[src/rtl/axi_pim_pkg.sv]
// Shared constants for the axi_pim slave and its controllers: AXI encodings,
// controller state codes and the beat-size helper.
package axi_pim_pkg;

  localparam logic [1:0] AXI_BURST_INCR  = 2'b01;
  localparam logic [1:0] AXI_RESP_OKAY   = 2'b00;
  localparam logic [1:0] AXI_RESP_SLVERR = 2'b10;

  typedef logic [2:0] ctrl_state_t;

  localparam ctrl_state_t ST_IDLE = 3'd0;
  localparam ctrl_state_t ST_AW   = 3'd1;
  localparam ctrl_state_t ST_W    = 3'd2;
  localparam ctrl_state_t ST_B    = 3'd3;
  localparam ctrl_state_t ST_AR   = 3'd4;
  localparam ctrl_state_t ST_R    = 3'd5;
  localparam ctrl_state_t ST_DONE = 3'd6;

  // AXI size field: log2 of the bytes per beat.
  function automatic logic [2:0] axi_size(input int bytes);
    return 3'($clog2(bytes));
  endfunction

endpackage

[src/rtl/axi_pim_ctrl_if.sv]
// AXI4 bus between a burst master and the axi_pim slave port.
interface axi_pim_ctrl_if #(
  parameter int DATA_WIDTH = 32,
  parameter int ADDR_WIDTH = 8,
  parameter int ID_WIDTH   = 8
);
  localparam int STRB_WIDTH = DATA_WIDTH / 8;

  logic [ID_WIDTH-1:0]   awid;
  logic [ADDR_WIDTH-1:0] awaddr;
  logic [7:0]            awlen;
  logic [2:0]            awsize;
  logic [1:0]            awburst;
  logic                  awlock;
  logic [3:0]            awcache;
  logic [2:0]            awprot;
  logic                  awvalid;
  logic                  awready;

  logic [DATA_WIDTH-1:0] wdata;
  logic [STRB_WIDTH-1:0] wstrb;
  logic                  wlast;
  logic                  wvalid;
  logic                  wready;

  logic [ID_WIDTH-1:0]   bid;
  logic [1:0]            bresp;
  logic                  bvalid;
  logic                  bready;

  logic [ID_WIDTH-1:0]   arid;
  logic [ADDR_WIDTH-1:0] araddr;
  logic [7:0]            arlen;
  logic [2:0]            arsize;
  logic [1:0]            arburst;
  logic                  arlock;
  logic [3:0]            arcache;
  logic [2:0]            arprot;
  logic                  arvalid;
  logic                  arready;

  logic [ID_WIDTH-1:0]   rid;
  logic [DATA_WIDTH-1:0] rdata;
  logic [1:0]            rresp;
  logic                  rlast;
  logic                  rvalid;
  logic                  rready;

  modport master (
    output awid, awaddr, awlen, awsize, awburst, awlock, awcache, awprot, awvalid,
    input  awready,
    output wdata, wstrb, wlast, wvalid,
    input  wready,
    input  bid, bresp, bvalid,
    output bready,
    output arid, araddr, arlen, arsize, arburst, arlock, arcache, arprot, arvalid,
    input  arready,
    input  rid, rdata, rresp, rlast, rvalid,
    output rready
  );

  modport slave (
    input  awid, awaddr, awlen, awsize, awburst, awlock, awcache, awprot, awvalid,
    output awready,
    input  wdata, wstrb, wlast, wvalid,
    output wready,
    output bid, bresp, bvalid,
    input  bready,
    input  arid, araddr, arlen, arsize, arburst, arlock, arcache, arprot, arvalid,
    output arready,
    output rid, rdata, rresp, rlast, rvalid,
    input  rready
  );

endinterface

[src/rtl/axi_pim_ctrl.sv]
// Command-driven AXI4 burst master for axi_pim: one {write|read, addr, len}
// command becomes one full AW/W/B or AR/R transaction. Write beats come from
// the wr_* stream, read beats leave on the rd_* stream, both pass-through.
module axi_pim_ctrl
  import axi_pim_pkg::*;
#(
  parameter int DATA_WIDTH = 32,
  parameter int ADDR_WIDTH = 8,
  parameter int STRB_WIDTH = DATA_WIDTH / 8,
  parameter int ID_WIDTH   = 8,
  parameter int AXI_ID     = 1
) (
  input  logic                  clk,
  input  logic                  rst_n,

  input  logic                  cmd_valid,
  output logic                  cmd_ready,
  input  logic                  cmd_write,
  input  logic [ADDR_WIDTH-1:0] cmd_addr,
  input  logic [7:0]            cmd_len,

  input  logic [DATA_WIDTH-1:0] wr_data,
  input  logic                  wr_valid,
  output logic                  wr_ready,

  output logic [DATA_WIDTH-1:0] rd_data,
  output logic                  rd_valid,
  input  logic                  rd_ready,

  output logic                  busy,
  output logic                  done,
  output logic                  err,

  axi_pim_ctrl_if.master        m_axi
);

  localparam logic [ID_WIDTH-1:0] ID_C = ID_WIDTH'(AXI_ID);
  localparam logic [2:0]          SIZE = axi_size(STRB_WIDTH);

  ctrl_state_t           state;
  logic [ADDR_WIDTH-1:0] addr_q;
  logic [7:0]            len_q;
  logic [7:0]            beat_cnt;
  logic                  err_acc;
  logic                  aw_q;
  logic                  ar_q;

  logic last_beat;
  logic w_hs;
  logic r_hs;

  // The 8-bit compare is exact, so len=255 gives 256 beats without wrap trouble.
  assign last_beat = (beat_cnt == len_q);
  assign w_hs      = m_axi.wvalid & m_axi.wready;
  assign r_hs      = m_axi.rvalid & m_axi.rready;

  // Main FSM, beat counter and sticky error; reset aborts with no done pulse.
  always_ff @(posedge clk or negedge rst_n) begin
    if (!rst_n) begin
      state    <= ST_IDLE;
      addr_q   <= '0;
      len_q    <= '0;
      beat_cnt <= '0;
      err_acc  <= 1'b0;
      aw_q     <= 1'b0;
      ar_q     <= 1'b0;
    end else begin
      case (state)
        ST_IDLE: begin
          if (cmd_valid) begin
            addr_q   <= cmd_addr;
            len_q    <= cmd_len;
            beat_cnt <= '0;
            err_acc  <= 1'b0;
            if (cmd_write) begin
              state <= ST_AW;
              aw_q  <= 1'b1;
            end else begin
              state <= ST_AR;
              ar_q  <= 1'b1;
            end
          end
        end
        ST_AW: begin
          if (m_axi.awready) begin
            aw_q  <= 1'b0;
            state <= ST_W;
          end
        end
        ST_W: begin
          if (w_hs) begin
            beat_cnt <= beat_cnt + 8'd1;
            if (last_beat) state <= ST_B;
          end
        end
        ST_B: begin
          if (m_axi.bvalid) begin
            err_acc <= err_acc | (m_axi.bresp != AXI_RESP_OKAY) | (m_axi.bid != ID_C);
            state   <= ST_DONE;
          end
        end
        ST_AR: begin
          if (m_axi.arready) begin
            ar_q  <= 1'b0;
            state <= ST_R;
          end
        end
        ST_R: begin
          // An early rlast ends the burst; a late one keeps us draining.
          if (r_hs) begin
            beat_cnt <= beat_cnt + 8'd1;
            err_acc  <= err_acc | (m_axi.rresp != AXI_RESP_OKAY) | (m_axi.rlast != last_beat);
            if (m_axi.rlast) state <= ST_DONE;
          end
        end
        ST_DONE: state <= ST_IDLE;
        default: state <= ST_IDLE;
      endcase
    end
  end

  // Host-side status; cmd_ready is also held low while reset is asserted.
  assign cmd_ready = rst_n & (state == ST_IDLE);
  assign busy      = (state != ST_IDLE);
  assign done      = (state == ST_DONE);
  assign err       = done & err_acc;

  // Write data is a straight pass-through of the source stream while in W.
  assign wr_ready      = (state == ST_W) & m_axi.wready;
  assign m_axi.wvalid  = (state == ST_W) & wr_valid;
  assign m_axi.wdata   = wr_data;
  assign m_axi.wstrb   = {STRB_WIDTH{1'b1}};
  assign m_axi.wlast   = (state == ST_W) & last_beat;
  assign m_axi.bready  = (state == ST_B);

  // Read data is a straight pass-through to the sink stream while in R.
  assign rd_valid      = (state == ST_R) & m_axi.rvalid;
  assign rd_data       = m_axi.rdata;
  assign m_axi.rready  = (state == ST_R) & rd_ready;

  // Address channels: fixed ID/size/burst, the slave does the INCR stepping.
  assign m_axi.awid    = ID_C;
  assign m_axi.awaddr  = addr_q;
  assign m_axi.awlen   = len_q;
  assign m_axi.awsize  = SIZE;
  assign m_axi.awburst = AXI_BURST_INCR;
  assign m_axi.awlock  = 1'b0;
  assign m_axi.awcache = 4'd0;
  assign m_axi.awprot  = 3'd0;
  assign m_axi.awvalid = aw_q;

  assign m_axi.arid    = ID_C;
  assign m_axi.araddr  = addr_q;
  assign m_axi.arlen   = len_q;
  assign m_axi.arsize  = SIZE;
  assign m_axi.arburst = AXI_BURST_INCR;
  assign m_axi.arlock  = 1'b0;
  assign m_axi.arcache = 4'd0;
  assign m_axi.arprot  = 3'd0;
  assign m_axi.arvalid = ar_q;

endmodule

[src/flat_wrapper.sv]
// flat-port wrapper written by rule: the top's interface ports become plain ports
module axi_pim_ctrl_flat import axi_pim_pkg::*;
#(
  parameter int DATA_WIDTH = 32,
  parameter int ADDR_WIDTH = 8,
  parameter int STRB_WIDTH = DATA_WIDTH / 8,
  parameter int ID_WIDTH   = 8,
  parameter int AXI_ID     = 1
)
  (clk, rst_n, cmd_valid, cmd_ready, cmd_write, cmd_addr, cmd_len, wr_data, wr_valid, wr_ready, rd_data, rd_valid, rd_ready, busy, done, err, m_axi_awid, m_axi_awaddr, m_axi_awlen, m_axi_awsize, m_axi_awburst, m_axi_awlock, m_axi_awcache, m_axi_awprot, m_axi_awvalid, m_axi_awready, m_axi_wdata, m_axi_wstrb, m_axi_wlast, m_axi_wvalid, m_axi_wready, m_axi_bid, m_axi_bresp, m_axi_bvalid, m_axi_bready, m_axi_arid, m_axi_araddr, m_axi_arlen, m_axi_arsize, m_axi_arburst, m_axi_arlock, m_axi_arcache, m_axi_arprot, m_axi_arvalid, m_axi_arready, m_axi_rid, m_axi_rdata, m_axi_rresp, m_axi_rlast, m_axi_rvalid, m_axi_rready);
  axi_pim_ctrl_if #(.DATA_WIDTH(DATA_WIDTH), .ADDR_WIDTH(ADDR_WIDTH), .ID_WIDTH(ID_WIDTH)) m_axi_i ();
  input  logic clk;
  input  logic rst_n;
  input  logic cmd_valid;
  output logic cmd_ready;
  input  logic cmd_write;
  input  logic [ADDR_WIDTH-1:0] cmd_addr;
  input  logic [7:0] cmd_len;
  input  logic [DATA_WIDTH-1:0] wr_data;
  input  logic wr_valid;
  output logic wr_ready;
  output logic [DATA_WIDTH-1:0] rd_data;
  output logic rd_valid;
  input  logic rd_ready;
  output logic busy;
  output logic done;
  output logic err;
  output wire logic [$bits(m_axi_i.awid)-1:0] m_axi_awid;
  output wire logic [$bits(m_axi_i.awaddr)-1:0] m_axi_awaddr;
  output wire logic [$bits(m_axi_i.awlen)-1:0] m_axi_awlen;
  output wire logic [$bits(m_axi_i.awsize)-1:0] m_axi_awsize;
  output wire logic [$bits(m_axi_i.awburst)-1:0] m_axi_awburst;
  output wire logic [$bits(m_axi_i.awlock)-1:0] m_axi_awlock;
  output wire logic [$bits(m_axi_i.awcache)-1:0] m_axi_awcache;
  output wire logic [$bits(m_axi_i.awprot)-1:0] m_axi_awprot;
  output wire logic [$bits(m_axi_i.awvalid)-1:0] m_axi_awvalid;
  input wire logic [$bits(m_axi_i.awready)-1:0] m_axi_awready;
  output wire logic [$bits(m_axi_i.wdata)-1:0] m_axi_wdata;
  output wire logic [$bits(m_axi_i.wstrb)-1:0] m_axi_wstrb;
  output wire logic [$bits(m_axi_i.wlast)-1:0] m_axi_wlast;
  output wire logic [$bits(m_axi_i.wvalid)-1:0] m_axi_wvalid;
  input wire logic [$bits(m_axi_i.wready)-1:0] m_axi_wready;
  input wire logic [$bits(m_axi_i.bid)-1:0] m_axi_bid;
  input wire logic [$bits(m_axi_i.bresp)-1:0] m_axi_bresp;
  input wire logic [$bits(m_axi_i.bvalid)-1:0] m_axi_bvalid;
  output wire logic [$bits(m_axi_i.bready)-1:0] m_axi_bready;
  output wire logic [$bits(m_axi_i.arid)-1:0] m_axi_arid;
  output wire logic [$bits(m_axi_i.araddr)-1:0] m_axi_araddr;
  output wire logic [$bits(m_axi_i.arlen)-1:0] m_axi_arlen;
  output wire logic [$bits(m_axi_i.arsize)-1:0] m_axi_arsize;
  output wire logic [$bits(m_axi_i.arburst)-1:0] m_axi_arburst;
  output wire logic [$bits(m_axi_i.arlock)-1:0] m_axi_arlock;
  output wire logic [$bits(m_axi_i.arcache)-1:0] m_axi_arcache;
  output wire logic [$bits(m_axi_i.arprot)-1:0] m_axi_arprot;
  output wire logic [$bits(m_axi_i.arvalid)-1:0] m_axi_arvalid;
  input wire logic [$bits(m_axi_i.arready)-1:0] m_axi_arready;
  input wire logic [$bits(m_axi_i.rid)-1:0] m_axi_rid;
  input wire logic [$bits(m_axi_i.rdata)-1:0] m_axi_rdata;
  input wire logic [$bits(m_axi_i.rresp)-1:0] m_axi_rresp;
  input wire logic [$bits(m_axi_i.rlast)-1:0] m_axi_rlast;
  input wire logic [$bits(m_axi_i.rvalid)-1:0] m_axi_rvalid;
  output wire logic [$bits(m_axi_i.rready)-1:0] m_axi_rready;
  assign m_axi_awid = m_axi_i.awid;
  assign m_axi_awaddr = m_axi_i.awaddr;
  assign m_axi_awlen = m_axi_i.awlen;
  assign m_axi_awsize = m_axi_i.awsize;
  assign m_axi_awburst = m_axi_i.awburst;
  assign m_axi_awlock = m_axi_i.awlock;
  assign m_axi_awcache = m_axi_i.awcache;
  assign m_axi_awprot = m_axi_i.awprot;
  assign m_axi_awvalid = m_axi_i.awvalid;
  assign m_axi_i.awready = m_axi_awready;
  assign m_axi_wdata = m_axi_i.wdata;
  assign m_axi_wstrb = m_axi_i.wstrb;
  assign m_axi_wlast = m_axi_i.wlast;
  assign m_axi_wvalid = m_axi_i.wvalid;
  assign m_axi_i.wready = m_axi_wready;
  assign m_axi_i.bid = m_axi_bid;
  assign m_axi_i.bresp = m_axi_bresp;
  assign m_axi_i.bvalid = m_axi_bvalid;
  assign m_axi_bready = m_axi_i.bready;
  assign m_axi_arid = m_axi_i.arid;
  assign m_axi_araddr = m_axi_i.araddr;
  assign m_axi_arlen = m_axi_i.arlen;
  assign m_axi_arsize = m_axi_i.arsize;
  assign m_axi_arburst = m_axi_i.arburst;
  assign m_axi_arlock = m_axi_i.arlock;
  assign m_axi_arcache = m_axi_i.arcache;
  assign m_axi_arprot = m_axi_i.arprot;
  assign m_axi_arvalid = m_axi_i.arvalid;
  assign m_axi_i.arready = m_axi_arready;
  assign m_axi_i.rid = m_axi_rid;
  assign m_axi_i.rdata = m_axi_rdata;
  assign m_axi_i.rresp = m_axi_rresp;
  assign m_axi_i.rlast = m_axi_rlast;
  assign m_axi_i.rvalid = m_axi_rvalid;
  assign m_axi_rready = m_axi_i.rready;
  axi_pim_ctrl #(.DATA_WIDTH(DATA_WIDTH), .ADDR_WIDTH(ADDR_WIDTH), .STRB_WIDTH(STRB_WIDTH), .ID_WIDTH(ID_WIDTH), .AXI_ID(AXI_ID)) u_core (.clk(clk), .rst_n(rst_n), .cmd_valid(cmd_valid), .cmd_ready(cmd_ready), .cmd_write(cmd_write), .cmd_addr(cmd_addr), .cmd_len(cmd_len), .wr_data(wr_data), .wr_valid(wr_valid), .wr_ready(wr_ready), .rd_data(rd_data), .rd_valid(rd_valid), .rd_ready(rd_ready), .busy(busy), .done(done), .err(err), .m_axi(m_axi_i));
endmodule
[config.mk]
export PLATFORM = sky130hd
export DESIGN_NAME = axi_pim_ctrl_flat
export DESIGN_NICKNAME = d
export VERILOG_FILES = /design/src/rtl/axi_pim_pkg.sv /design/src/rtl/axi_pim_ctrl_if.sv /design/src/rtl/axi_pim_ctrl.sv /design/src/flat_wrapper.sv
export SDC_FILE = /design/constraint.sdc
export NUM_CORES = 1
export LEC_CHECK = 0
export ABC_AREA = 1
export ABC_CLOCK_PERIOD_IN_PS = 1850
export BUFFER_PORTS_ARGS = -buffer_cell sky130_fd_sc_hd__buf_2
export CAP_MARGIN = 25
export CELL_PAD_IN_SITES_DETAIL_PLACEMENT = 0
export CELL_PAD_IN_SITES_GLOBAL_PLACEMENT = 1
export CORE_UTILIZATION = 23
export CTS_CLUSTER_SIZE = 16
export DETAILED_ROUTE_END_ITERATION = 8
export GPL_ROUTABILITY_DRIVEN = 0
export HOLD_SLACK_MARGIN = 0.05
export PLACE_DENSITY = 0.76
export SYNTH_ARGS = -nofsm -noshare
export SYNTH_HDL_FRONTEND = slang
export SYNTH_SLANG_ARGS = --single-unit
[constraint.sdc]
create_clock -name clk -period 1.85 [get_ports clk]
set_input_delay 0.0925 -clock clk [delete_from_list [all_inputs] [get_ports clk]]
set_output_delay 0.0925 -clock clk [all_outputs]
set_load 0.01 [all_outputs]
# Word level (Yosys, flattened, before mapping)
# Index checks and enable logic that the tools add are counted.
[classes]
n_addsub = 1
eq_ne = 19
muxes = 26
bitwise_logic = 13
n_reduce_logical = 14
[ops]
columns = ["op", "count"]
rows = [
  ["$mux W3", 9],
  ["$mux W8", 3],
  ["$pmux W8 S3", 1],
  ["$pmux W3 S6", 1],
  ["$reduce_and A4 Y1", 4],
  ["$ne A2 B2 Y1 const B", 7],
  ["$and A1 B1 Y1", 9],
  ["$eq A3 B3 Y1 const B", 3],
  ["$mux W1", 9],
  ["$reduce_bool A3 Y1", 3],
  ["$add A8 B1 Y8 const B", 1],
  ["$eq A8 B8 Y1", 1],
  ["$ne A8 B1 Y1 const B", 1],
  ["$reduce_and A8 Y1", 1],
  ["$reduce_bool A2 Y1", 4],
  ["$eq A3 B2 Y1 const B", 2],
  ["$ne A2 B1 Y1 const B", 3],
  ["$or A1 B1 Y1", 4],
  ["$pmux W1 S2", 2],
  ["$eq A3 B1 Y1 const B", 1],
  ["$logic_not A3 Y1", 1],
  ["$pmux W1 S3", 1],
  ["$reduce_and A2 Y1", 1],
  ["$ne A1 B1 Y1", 1],
]
[word_totals]
ff_bits = 30
in_bits = 112

# Logic depth before layout (Yosys ltp)
# Gate-level depths: netlist of the first run.
[depth]
ltp_word = 5
mapped_depth = 10
depth_no_buf = 10

# Worst setup path after synthesis of the first run
# Ideal clock, no wire load.
[synth_timing]
kind = "register to register"
startpoint = "register u_core.state[2]"
endpoint = "register u_core.beat_cnt[2]"
setup_ns = 0.119
arrival_ns = 1.332
required_time_ns = 1.731
slack_ns = 0.399
path_stages_with_launch = 11
n_path_buf = 1
period_less_slack_ns = 1.451
path_cell_list = "dfrtp_1 inv_2 nand2_4 nor2_4 nand2_4 and2_4 nand2_2 nor2_4 buf_6 a21oi_1 nor2_1"
[synth_via]
elab_chain_len = 5
elab_cells_between_ends = 13
cone_classes = "5 x eq/ne; 1 x mux; 4 x bitwise; 3 x reduce/logical"
[synth_rtl]
columns = ["element", "line_no", "source"]
rows = [
  ["start, declared", "axi_pim_ctrl.sv:40", "ctrl_state_t state;"],
  ["start signal, assigned", "axi_pim_ctrl.sv:60", "state <= ST_IDLE;"],
  ["start signal, assigned", "axi_pim_ctrl.sv:76", "state <= ST_AW;"],
  ["start signal, assigned", "axi_pim_ctrl.sv:79", "state <= ST_AR;"],
  ["$eq A3 B2 Y1 or $eq A3 B3 Y1 (tied branches)", "axi_pim_ctrl.sv:68, axi_pim_ctrl.sv:130, axi_pim_ctrl.sv:139", ""],
  ["$and A1 B1 Y1 (on tied branches)", "axi_pim_ctrl.sv:130, axi_pim_ctrl.sv:139", ""],
  ["$and A1 B1 Y1 (on tied branches)", "axi_pim_ctrl.sv:54, axi_pim_ctrl.sv:55", ""],
  ["$ne A2 B1 Y1 (no source line)", "-", ""],
  ["$reduce_and A4 Y1 (no source line)", "-", ""],
  ["end signal, assigned", "axi_pim_ctrl.sv:92", "beat_cnt <= beat_cnt + 8'd1;"],
  ["end signal, assigned", "axi_pim_ctrl.sv:111", "beat_cnt <= beat_cnt + 8'd1;"],
  ["end, declared", "axi_pim_ctrl.sv:43", "logic [7:0] beat_cnt;"],
]
# Several ways; a longest one is shown, not always the timed one.
# A chain may end at the register's enable or synchronous reset.

# Worst setup path in the final report of the first run
[layout_timing]
startpoint = "register u_core.state[0]"
endpoint = "register u_core.beat_cnt[0]"
# The elaborated chain is that of the path after synthesis.

==> flow_summary.json, run 1 <==
{
  "antennaDiodeCount": 0,
  "grt_pass1_wl_um": 8360,
  "multiInputGateArea_um2": 1010,
  "rows": 39,
  "cp.required_ns": 2.04,
  "crit_arrival_ns": 1.87,
  "clockBufferDepth": 2,
  "ant_nets": 0,
  "areaGrowthSynthToFinish_pct": 1.91,
  "max_freq_mhz": 598,
  "yosysUniqueCellTypes": 35,
  "clock_skew_ns": 0.00455,
  "antenna_found_initial": 0,
  "p_int_mw": 2.28,
  "p_leak_nw": 1.43,
  "grt_max_degree": 31,
  "drive_gt1_frac": 0.334,
  "die_height_um": 110,
  "overflow": 0,
  "ys_ff_latch": 30,
  "syn-cell-area_um2": 2680,
  "ir_worst_vdd_uv": 488,
  "comb_power_share": 0.501,
  "drv_slew": 0,
  "cts_buffers": 5,
  "crit_fanout": 12,
  "h-tree-depth": 2,
  "hold_viol": 0,
  "switchingPower_mw": 1.75,
  "wl_per_cell_um": 10.8,
  "final_cell_mix": "buf_2, conb_1, nand2_1",
  "cp-end-kind": "flip-flop",
  "dr.pass1.iters": 4,
  "grt_setup_unrepaired": "no",
  "syn_avg_cell_area_um2": 7.93,
  "final.min_clock_period_ns": 1.67,
  "tns_ns": 0,
  "hold_class": "in -> reg",
  "cts-resized-gates": 0,
  "syn_inst": 338,
  "swShare": 0.434,
  "critical_path_class": "reg -> reg",
  "start_util": 0.236,
  "portBuffers": 83,
  "clk_pin_slew_ns": 0.05,
  "die_w_um": 110,
  "p_clk_frac": 0.205,
  "core_um2": 11400,
  "max-cap-violations": 0,
  "fillCellCount": 1272,
  "crit_path_start_kind": "flip-flop",
  "drt-vias-per-instance": 3.83,
  "final_nets": 468,
  "dp_cells": 480,
  "ys_seq_area_frac": 0.280,
  "io_pins": 266,
  "setup_violations": 0,
  "outcome": "finished, final reports clean",
  "grt_pass1_vias": 1734,
  "pwr-share-seq": 0.294,
  "layout_commonest_cell": "buf_2",
  "final_cells": 499,
  "cts_tree": "built",
  "clock_sinks": 30,
  "dpl.hpwl_um": 4100,
  "pre_cts_ws_ns": 0.193,
  "grt_usage": 0.0907,
  "drc": 0,
  "drt-initial-drc-count": 72,
  "fin_crit_sh": 0.904,
  "finalWorstSetupSlack_ns": 0.178,
  "die_area_um2": 12100,
  "clkLatencyLatePin_ns": 0.28,
  "ys_warn_count": 0,
  "cts_root_buffer": "clkbuf_16",
  "regArea_um2": 751,
  "routed_wl_um": 5390,
  "powerDensity_nw_per_um2": 1470,
  "routed-via-count": 1909
}
repair_timing:
item	CTS	global route
setup buffers	0	0
hold buffers	11	0
hold endpoints to repair	40	0
registers in the layout (all words and copies together), names as in the netlist:
name / count
u_core.err_acc: 1
u_core.m_axi.araddr: 8
u_core.m_axi.arvalid: 1
u_core.state: 3
u_core.beat_cnt: 8
u_core.m_axi.arlen: 8
u_core.m_axi.awvalid: 1
critical path, stage by stage, from the launching register on:
cell     delay (ns)
dfrtp_1        0.49
inv_1          0.17
nand3_2        0.14
nand2_2        0.17
nor2_1         0.09
nor2_4         0.27
nand2_1        0.11
o21ai_0        0.15
synth_stat cells:
library cell | n | area share
buf_4 | 127 | 0.36
nand2_1 | 40 | 0.056
dfrtp_1 | 30 | 0.28
inv_1 | 27 | 0.038
nor2_1 | 27 | 0.038
nand3_1 | 14 | 0.026
mux2_2 | 11 | 0.046
a21oi_1 | 10 | 0.019
o21ai_0 | 7 | 0.013
nand3_2 | 3 | 0.011
nand4_1 | 3 | 0.0070
nor3_1 | 3 | 0.0056
xnor2_1 | 3 | 0.0098
a21oi_2 | 2 | 0.0065
buf_6 | 2 | 0.0084
conb_1 | 2 | 0.0028
inv_2 | 2 | 0.0028
nand2_2 | 2 | 0.0047
nand2_4 | 2 | 0.0084
nor2_4 | 2 | 0.0084
nor3b_1 | 2 | 0.0056
o21ai_1 | 2 | 0.0037
o21ai_2 | 2 | 0.0065
o22ai_1 | 2 | 0.0047
a22oi_1 | 1 | 0.0028
a31oi_1 | 1 | 0.0023
and2_4 | 1 | 0.0033
buf_2 | 1 | 0.0019
ha_1 | 1 | 0.0047
nand3b_1 | 1 | 0.0028
nor4_1 | 1 | 0.0023
nor4b_1 | 1 | 0.0033
o211ai_1 | 1 | 0.0028
o221ai_1 | 1 | 0.0033
xor2_1 | 1 | 0.0033
per-layer routing:
layer | vias up | wire, um | track usage | share of wire
met5 | - | 0 | 0 | 0
met4 | 0 | 81 | 0.0400 | 0.015
met3 | 13 | 428 | 0.0282 | 0.079
met2 | 82 | 2660 | 0.149 | 0.49
met1 | 885 | 2220 | 0.109 | 0.41
li1 | 929 | - | - | -
layout make-up:
cell class,count,share of cell area
clock buffers,7,0.0522
repair buffers,96,0.198
well taps,143,0.0655
clock inverters,1,0.00183
flip-flops and latches,30,0.275
inverters,29,0.0398
multi-input cells,193,0.368
path summary, 6_finish.rpt:
check / slack [ns] / cells past startpoint / to / from
min reg2reg: 0.52 / 1 / u_core.m_axi.araddr[6]$_DFFE_PN0P_ / u_core.m_axi.araddr[6]$_DFFE_PN0P_
min: 0.06 / 2 / u_core.m_axi.araddr[5]$_DFFE_PN0P_ / cmd_addr[5]
max reg2reg: 0.18 / 7 / u_core.beat_cnt[0]$_DFFE_PN0P_ / u_core.state[0]$_DFFE_PN0P_
min in group asynchronous: 0.43 / 3 / u_core.beat_cnt[3]$_DFFE_PN0P_ / rst_n
max in group asynchronous: 1.11 / 3 / u_core.m_axi.araddr[0]$_DFFE_PN0P_ / rst_n
max: 0.18 / 7 / u_core.beat_cnt[0]$_DFFE_PN0P_ / u_core.state[0]$_DFFE_PN0P_
cells by family (layout without fill, tap and decap cells):
family | after synthesis | in the layout | share of synthesized area
AOI/OAI and AO/OA | 29 | 29 | 0.0644
xor gates and xnor gates | 4 | 4 | 0.0131
adders and majority gates | 1 | 1 | 0.00467
buffers and inverters | 159 | 133 | 0.406
DFF | 30 | 30 | 0.280
muxes | 11 | 11 | 0.0462
other | 2 | 46 | 0.00280
and+or+nand+nor | 102 | 102 | 0.182
stage by stage:
stage | power, mW | utilization | instance area [um2] | hold slack, ns
floorplan | 3.01 | - | 2850 | -0.203
global placement | 3.19 | 0.218 | 2470 | 0.185
detailed placement | 3.23 | 0.218 | 2470 | 0.185
CTS | 4.10 | 0.240 | 2730 | 0.0556
global route | 4.41 | 0.240 | 2730 | 0.0632
finish | 4.03 | 0.240 | 2730 | 0.0577
power by group through the flow:
stage | combinational [mW] | clock, mW | sequential (mW)
floorplan | 1.78 | 0 | 1.23
global placement | 2.00 | 0 | 1.19
detailed placement | 2.02 | 0 | 1.21
CTS | 2.05 | 0.850 | 1.20
global route | 2.29 | 0.880 | 1.24
finish | 2.02 | 0.826 | 1.19
(Power assumes the default switching activity.)
==> run 2, diff against run 1 <==
--- a/config.mk
+++ b/config.mk
@@ -5,18 +5,19 @@
 export SDC_FILE = /design/constraint.sdc
 export NUM_CORES = 1
 export LEC_CHECK = 0
-export ABC_AREA = 1
 export ABC_CLOCK_PERIOD_IN_PS = 1850
 export BUFFER_PORTS_ARGS = -buffer_cell sky130_fd_sc_hd__buf_2
 export CAP_MARGIN = 25
 export CELL_PAD_IN_SITES_DETAIL_PLACEMENT = 0
 export CELL_PAD_IN_SITES_GLOBAL_PLACEMENT = 1
-export CORE_UTILIZATION = 23
+export CORE_UTILIZATION = 24
+export CTS_CLUSTER_DIAMETER = 60
 export CTS_CLUSTER_SIZE = 16
 export DETAILED_ROUTE_END_ITERATION = 8
 export GPL_ROUTABILITY_DRIVEN = 0
 export HOLD_SLACK_MARGIN = 0.05
-export PLACE_DENSITY = 0.76
+export PLACE_DENSITY = 0.79
+export REMOVE_ABC_BUFFERS = 1
 export SYNTH_ARGS = -nofsm -noshare
 export SYNTH_HDL_FRONTEND = slang
 export SYNTH_SLANG_ARGS = --single-unit
==> run 2 against run 1 <==
  * Critical path depth shrank 3
  * Setup slack lost 0.092 ns
  * Die area shrank 6.7%
  * Register-to-register slack lost 0.08 ns
  * Sequential power is essentially flat
  * Clock power shrank 17%
  * Maximum frequency shrank 5.2%
  * Sequential share of layout area is essentially flat
  * Routed wire length grew 110%
  * Combinational power shrank 7%
  * Power shrank 6.4%
  * Non-clock buffer count grew 12
  * Largest cell class unchanged
==> flow_summary.json, run 2 <==
{
  "drv_slew": 0,
  "synth_top_flop_cell": "dfrtp_1",
  "ys_top_cells_by_area": "buf_4, dfrtp_1, mux2_2",
  "dp_cells": 419,
  "grt_pass1_wl_um": 14200,
  "ant_nets": 0,
  "routed_wl_um": 11100,
  "rows": 37,
  "dpl_cell_area_um2": 2440,
  "wl_per_cell_um": 25.0,
  "grt_setup_unrepaired": "no",
  "grt_usage": 0.193,
  "crit_path_top_delay_cell": "dfrtp_1",
  "routed-via-count": 1897,
  "syn_inst": 282,
  "syn-cell-area_um2": 2610,
  "die_height_um": 106,
  "ys_warn_count": 0,
  "h-tree-depth": 2,
  "yosysMostFrequentCell": "buf_4",
  "drt-initial-drc-count": 98,
  "tns_ns": 0,
  "cp-end-kind": "output pin",
  "hold_viol": 0,
  "antennaDiodeCount": 0,
  "cp.required_ns": 1.76,
  "layout_commonest_cell": "buf_2",
  "ys_seq_area_frac": 0.288,
  "ys_ff_latch": 30,
  "final.min_clock_period_ns": 1.76,
  "slowest_delay_ns": 0.44,
  "ir_worst_vdd_uv": 526,
  "crit_arrival_ns": 1.67,
  "netlist_top_cells_count": "buf_4, dfrtp_1, mux2_2",
  "portBuffers": 83,
  "fin_crit_sh": 0.953,
  "crit_fanout": 6,
  "final_nets": 422,
  "die_area_um2": 11300,
  "areaGrowthSynthToFinish_pct": 5.09,
  "cts_tree": "built",
  "cp_num_buf_inv": 1,
  "cp_top_family": "simple AND/OR/NAND/NOR gates",
  "clock_sinks": 30,
  "yosys.area.top_type": "buf_4",
  "r2r-start": "u_core.beat_cnt[4]$_DFFE_PN0P_",
  "final_cell_mix": "buf_2, conb_1, dfrtp_1",
  "dr.pass1.iters": 4,
  "overflow": 0,
  "crit_path_start_kind": "flip-flop",
  "clock_skew_ns": 0.0116,
  "die_w_um": 106,
  "antenna_found_initial": 0,
  "grt_pass1_vias": 1670,
  "async_reset_ff_frac": 1.00,
  "start_util": 0.250,
  "io_pins": 266,
  "setup_violations": 0,
  "path_cells": "xor2_1, nor4_4, and3_2, buf_2",
  "max-cap-violations": 0,
  "final_cells": 445,
  "dpl.hpwl_um": 9780,
  "yosysUniqueCellTypes": 43,
  "clk_pin_slew_ns": 0.07,
  "grt_max_degree": 31,
  "hold_class": "in -> reg",
  "clockBufferDepth": 2,
  "drc": 0,
  "final_area_um2": 2740,
  "syn_avg_cell_area_um2": 9.24,
  "powerDensity_nw_per_um2": 1380,
  "drive_gt1_frac": 0.395,
  "cts_buffers": 5,
  "fin_util": 0.263,
  "critical_path_class": "reg -> out",
  "max_freq_mhz": 567,
  "hold_start": "m_axi_awready",
  "p_total_mw": 3.77,
  "cts_root_buffer": "clkbuf_8",
  "netlist.area_leader.share": 0.363,
  "core_um2": 10400,
  "outcome": "finished, final reports clean",
  "p_leak_nw": 1.38,
  "synth_edf_count": 0,
  "drt-vias-per-instance": 4.26,
  "crit_start": "u_core.beat_cnt[4]$_DFFE_PN0P_",
  "clkLatencyLatePin_ns": 0.28
}
run 2: cell types whose count changed in the layout (fill, tap and decap cells not counted), moves of 6 or more:
cell,change
a21oi_1,-8
and2_1,+7
dlygate4sd3_1,+6
inv_1,-24
nand2_1,-29
nand3_1,-12
nor2_1,-16
xor2_1,+11
run 2: worst reg2reg max path: stages (launching register included):
cell	delay [ns]
dfrtp_1	0.44
xor2_1	0.19
nor4_4	0.39
nand4b_1	0.18
a2111oi_2	0.36
a21o_1	0.12
run 2: repair_timing:
item | CTS | global route
gates resized for setup | 0 | 1
setup buffers | 0 | 2
hold endpoints to repair | 46 | 0
hold buffers | 17 | 0
setup endpoints to repair | 0 | 2
run 2: per-layer routing:
| layer | wire length (um) | vias up | global-route usage |
|---|---|---|---|
| li1 | - | 826 | - |
| met1 | 1860 | 850 | 0.0924 |
| met2 | 5440 | 210 | 0.327 |
| met3 | 3600 | 9 | 0.291 |
| met4 | 213 | 2 | 0.0516 |
| met5 | 34 | - | 0.0190 |
run 2: kinds of logic (layout without fill, tap and decap cells):
family,after synthesis,in the layout,synth area share
simple gates,57,57,0.133
mux,16,16,0.0691
other cells,2,46,0.00288
flops,30,30,0.288
fa+ha+maj,1,1,0.00480
xor+xnor,12,12,0.0403
buf+inv,135,118,0.378
compound gates,29,29,0.0835
run 2: area by class of cell:
cell class	count	area, um2
Inverter	3	11.3
Timing Repair Buffer	108	658
Tap cell	136	170
Fill cell	1131	7680
Clock buffer	6	82.6
Sequential cell	30	752
Multi-Input combinational cell	161	1030
Clock inverter	1	30.0
run 2: final timing paths:
kind | endpoint | slack (ns) | depth (start not counted)
hold / removal | u_core.m_axi.awvalid$_DFFE_PN0P_ | 0.12 | 4
max in group asynchronous | u_core.beat_cnt[3]$_DFFE_PN0P_ | 1.16 | 3
setup reg to reg | u_core.state[0]$_DFFE_PN0P_ | 0.10 | 5
min in group asynchronous | u_core.beat_cnt[3]$_DFFE_PN0P_ | 0.38 | 3
setup / recovery | m_axi_wlast | 0.09 | 4
hold reg to reg | u_core.m_axi.awvalid$_DFFE_PN0P_ | 0.50 | 2
run 2: where the power goes:
part	internal [mW]	leakage (nW)	switching [mW]
combinational	0.907	0.954	0.959
clock	0.431	0.0573	0.251
sequential	0.920	0.369	0.301
total	2.26	1.38	1.51
run 2: stage by stage:
step	setup slack [ns]	hold slack, ns
after floorplan	0.0406	-0.203
after global placement	0.148	0.152
after detailed placement	0.0929	0.162
after CTS	0.0122	0.110
after global routing	0.0167	0.129
final	0.0861	0.118
==> run 3, diff against run 2 <==
--- a/config.mk
+++ b/config.mk
@@ -5,18 +5,19 @@
 export SDC_FILE = /design/constraint.sdc
 export NUM_CORES = 1
 export LEC_CHECK = 0
-export ABC_CLOCK_PERIOD_IN_PS = 1850
+export ABC_CLOCK_PERIOD_IN_PS = 1570
 export BUFFER_PORTS_ARGS = -buffer_cell sky130_fd_sc_hd__buf_2
 export CAP_MARGIN = 25
 export CELL_PAD_IN_SITES_DETAIL_PLACEMENT = 0
 export CELL_PAD_IN_SITES_GLOBAL_PLACEMENT = 1
-export CORE_UTILIZATION = 24
+export CORE_MARGIN = 10
+export CORE_UTILIZATION = 21
 export CTS_CLUSTER_DIAMETER = 60
 export CTS_CLUSTER_SIZE = 16
 export DETAILED_ROUTE_END_ITERATION = 8
 export GPL_ROUTABILITY_DRIVEN = 0
 export HOLD_SLACK_MARGIN = 0.05
-export PLACE_DENSITY = 0.79
+export PLACE_DENSITY = 0.73
 export REMOVE_ABC_BUFFERS = 1
 export SYNTH_ARGS = -nofsm -noshare
 export SYNTH_HDL_FRONTEND = slang
==> constraint.sdc (replaced) <==
create_clock -name clk -period 1.57 [get_ports clk]
set_input_delay 0.0785 -clock clk [delete_from_list [all_inputs] [get_ports clk]]
set_output_delay 0.0785 -clock clk [all_outputs]
set_load 0.01 [all_outputs]
==> run 3 against run 2 <==
  * The run now ends with setup timing left
  * Design area increased by 21%
  * Clock power increased by 89%
  * Clock skew decreased by 0.0070 ns
  * Largest power group unchanged
  * Largest cell class unchanged
==> flow_summary.json, run 3 (synthesized netlist as in run 2, its figures left out) <==
{
  "violations": "setup timing",
  "die_height_um": 131,
  "fillCellCount": 1251,
  "p_clk_frac": 0.224,
  "grt_setup_unrepaired": "yes",
  "routed_wl_um": 12000,
  "io_pins": 266,
  "drv_slew": 0,
  "dpl.hpwl_um": 9870,
  "die_area_um2": 17300,
  "dr.pass1.iters": 4,
  "layout_commonest_cell": "buf_2",
  "p_int_mw": 3.69,
  "clock_sinks": 30,
  "areaGrowthSynthToFinish_pct": 27.7,
  "cp.required_ns": 1.49,
  "clk_pin_slew_ns": 0.05,
  "cp_top_family": "simple AND/OR/NAND/NOR gates",
  "critical_path_class": "reg -> out",
  "h-tree-depth": 2,
  "portBuffers": 83,
  "crit_fanout": 2,
  "dp_cells": 480,
  "p_leak_nw": 1.65,
  "final_cell_mix": "buf_2, conb_1, buf_4",
  "fin_util": 0.276,
  "antenna_found_initial": 0,
  "drt-vias-per-instance": 4.00,
  "hold_viol": 0,
  "swShare": 0.363,
  "max_freq_mhz": 593,
  "grt_max_degree": 31,
  "final_cells": 514,
  "crit_arrival_ns": 1.61,
  "setup_violations": 10,
  "finalWorstSetupSlack_ns": -0.117,
  "rows": 40,
  "drive_gt1_frac": 0.520,
  "path_cells": "xor2_1, nor4_4, buf_4, and3_4, buf_6",
  "drc": 0,
  "die_w_um": 131,
  "clkLatencyLatePin_ns": 0.27,
  "overflow": 0,
  "clock_skew_ns": 0.00456,
  "reg2reg_setup_slack_ns": -0.11,
  "clockBufferDepth": 2,
  "fin_crit_sh": 1.07,
  "grt_pass1_wl_um": 16200,
  "routed-via-count": 2055,
  "switchingPower_mw": 2.10,
  "cts_tree": "built",
  "dpl_cell_area_um2": 2700,
  "final_nets": 458,
  "powerDensity_nw_per_um2": 1740,
  "outcome": "finished with violations",
  "crit_path_top_delay_cell": "dfrtp_1",
  "slowest_delay_ns": 0.38,
  "crit_path_start_kind": "flip-flop",
  "p_total_mw": 5.78,
  "cp_num_buf_inv": 2,
  "cts_root_buffer": "clkbuf_16",
  "drt-initial-drc-count": 68,
  "ir_worst_vdd_uv": 715,
  "comb_power_share": 0.541,
  "cp-end-kind": "output pin",
  "core_um2": 12100,
  "grt_usage": 0.129,
  "grt_pass1_vias": 2218,
  "wl_per_cell_um": 23.4,
  "hold_class": "in -> reg",
  "final.min_clock_period_ns": 1.69,
  "max-cap-violations": 0,
  "pwr-share-seq": 0.235,
  "ant_nets": 0,
  "tns_ns": -0.642,
  "cts_buffers": 5,
  "antennaDiodeCount": 0,
  "start_util": 0.216,
  "final_area_um2": 3330
}
-- run 3: layout make-up --
type	count	area (um2)	area share
Clock buffer	6	139	0.0417
Clock inverter	2	60.1	0.0181
Inverter	3	11.3	0.00338
Multi-Input combinational cell	161	1150	0.346
Sequential cell	30	754	0.227
Tap cell	168	210	0.0632
Timing Repair Buffer	144	1000	0.301
-- run 3: what timing repair did --
item	in CTS	in global routing
buffers inserted	3	4
pin swaps	8	21
cloned	0	2
endpoints found under the setup margin	25	19
hold endpoints to repair	46	0
resized for setup	17	23
hold buffers	17	0
-- run 3: power groups by stage --
stage	Sequential, mW	Combinational, mW	Clock, mW
floorplan	1.65	1.04	0
global placement	1.33	2.65	0
detailed placement	1.35	2.67	0
CTS	1.35	2.83	1.34
global route	1.42	3.40	1.36
finish	1.36	3.13	1.29
-- run 3: routing by layer --
metal | wire length, um | vias to the layer above | track usage
met5 | 219 | - | 0.0991
met4 | 97 | 6 | 0.0284
met3 | 3300 | 10 | 0.180
met2 | 4640 | 188 | 0.161
met1 | 3740 | 951 | 0.112
li1 | - | 900 | -
-- run 3: final timing paths --
check	startpoint	end	cells past startpoint
worst max-delay path	u_core.m_axi.arlen[7]$_DFFE_PN0P_	m_axi_wlast	5
worst min-delay path	m_axi_bvalid	u_core.state[2]$_DFFE_PN0P_	3
worst max register to register	u_core.state[2]$_DFFE_PN0P_	u_core.beat_cnt[4]$_DFFE_PN0P_	4
worst min register to register	u_core.m_axi.awvalid$_DFFE_PN0P_	u_core.m_axi.awvalid$_DFFE_PN0P_	2
max in group asynchronous	rst_n	u_core.state[0]$_DFFE_PN0P_	3
min in group asynchronous	rst_n	u_core.m_axi.awvalid$_DFFE_PN0P_	3
-- run 3: metrics by stage --
step                hold slack [ns]  setup WS [ns]
detailed placement            0.143        -0.0893
global placement              0.137        -0.0745
CTS                           0.110         -0.173
global route                  0.127         -0.219
floorplan                    -0.217         -0.239
finish                        0.112         -0.117
-- run 3: worst min-delay path: cells and delay by family --
| family | cells | cell delay, ns |
|---|---|---|
| simple gates | 1 | 0.08 |
| buf+inv | 1 | 0.09 |
| compound gates | 1 | 0.10 |
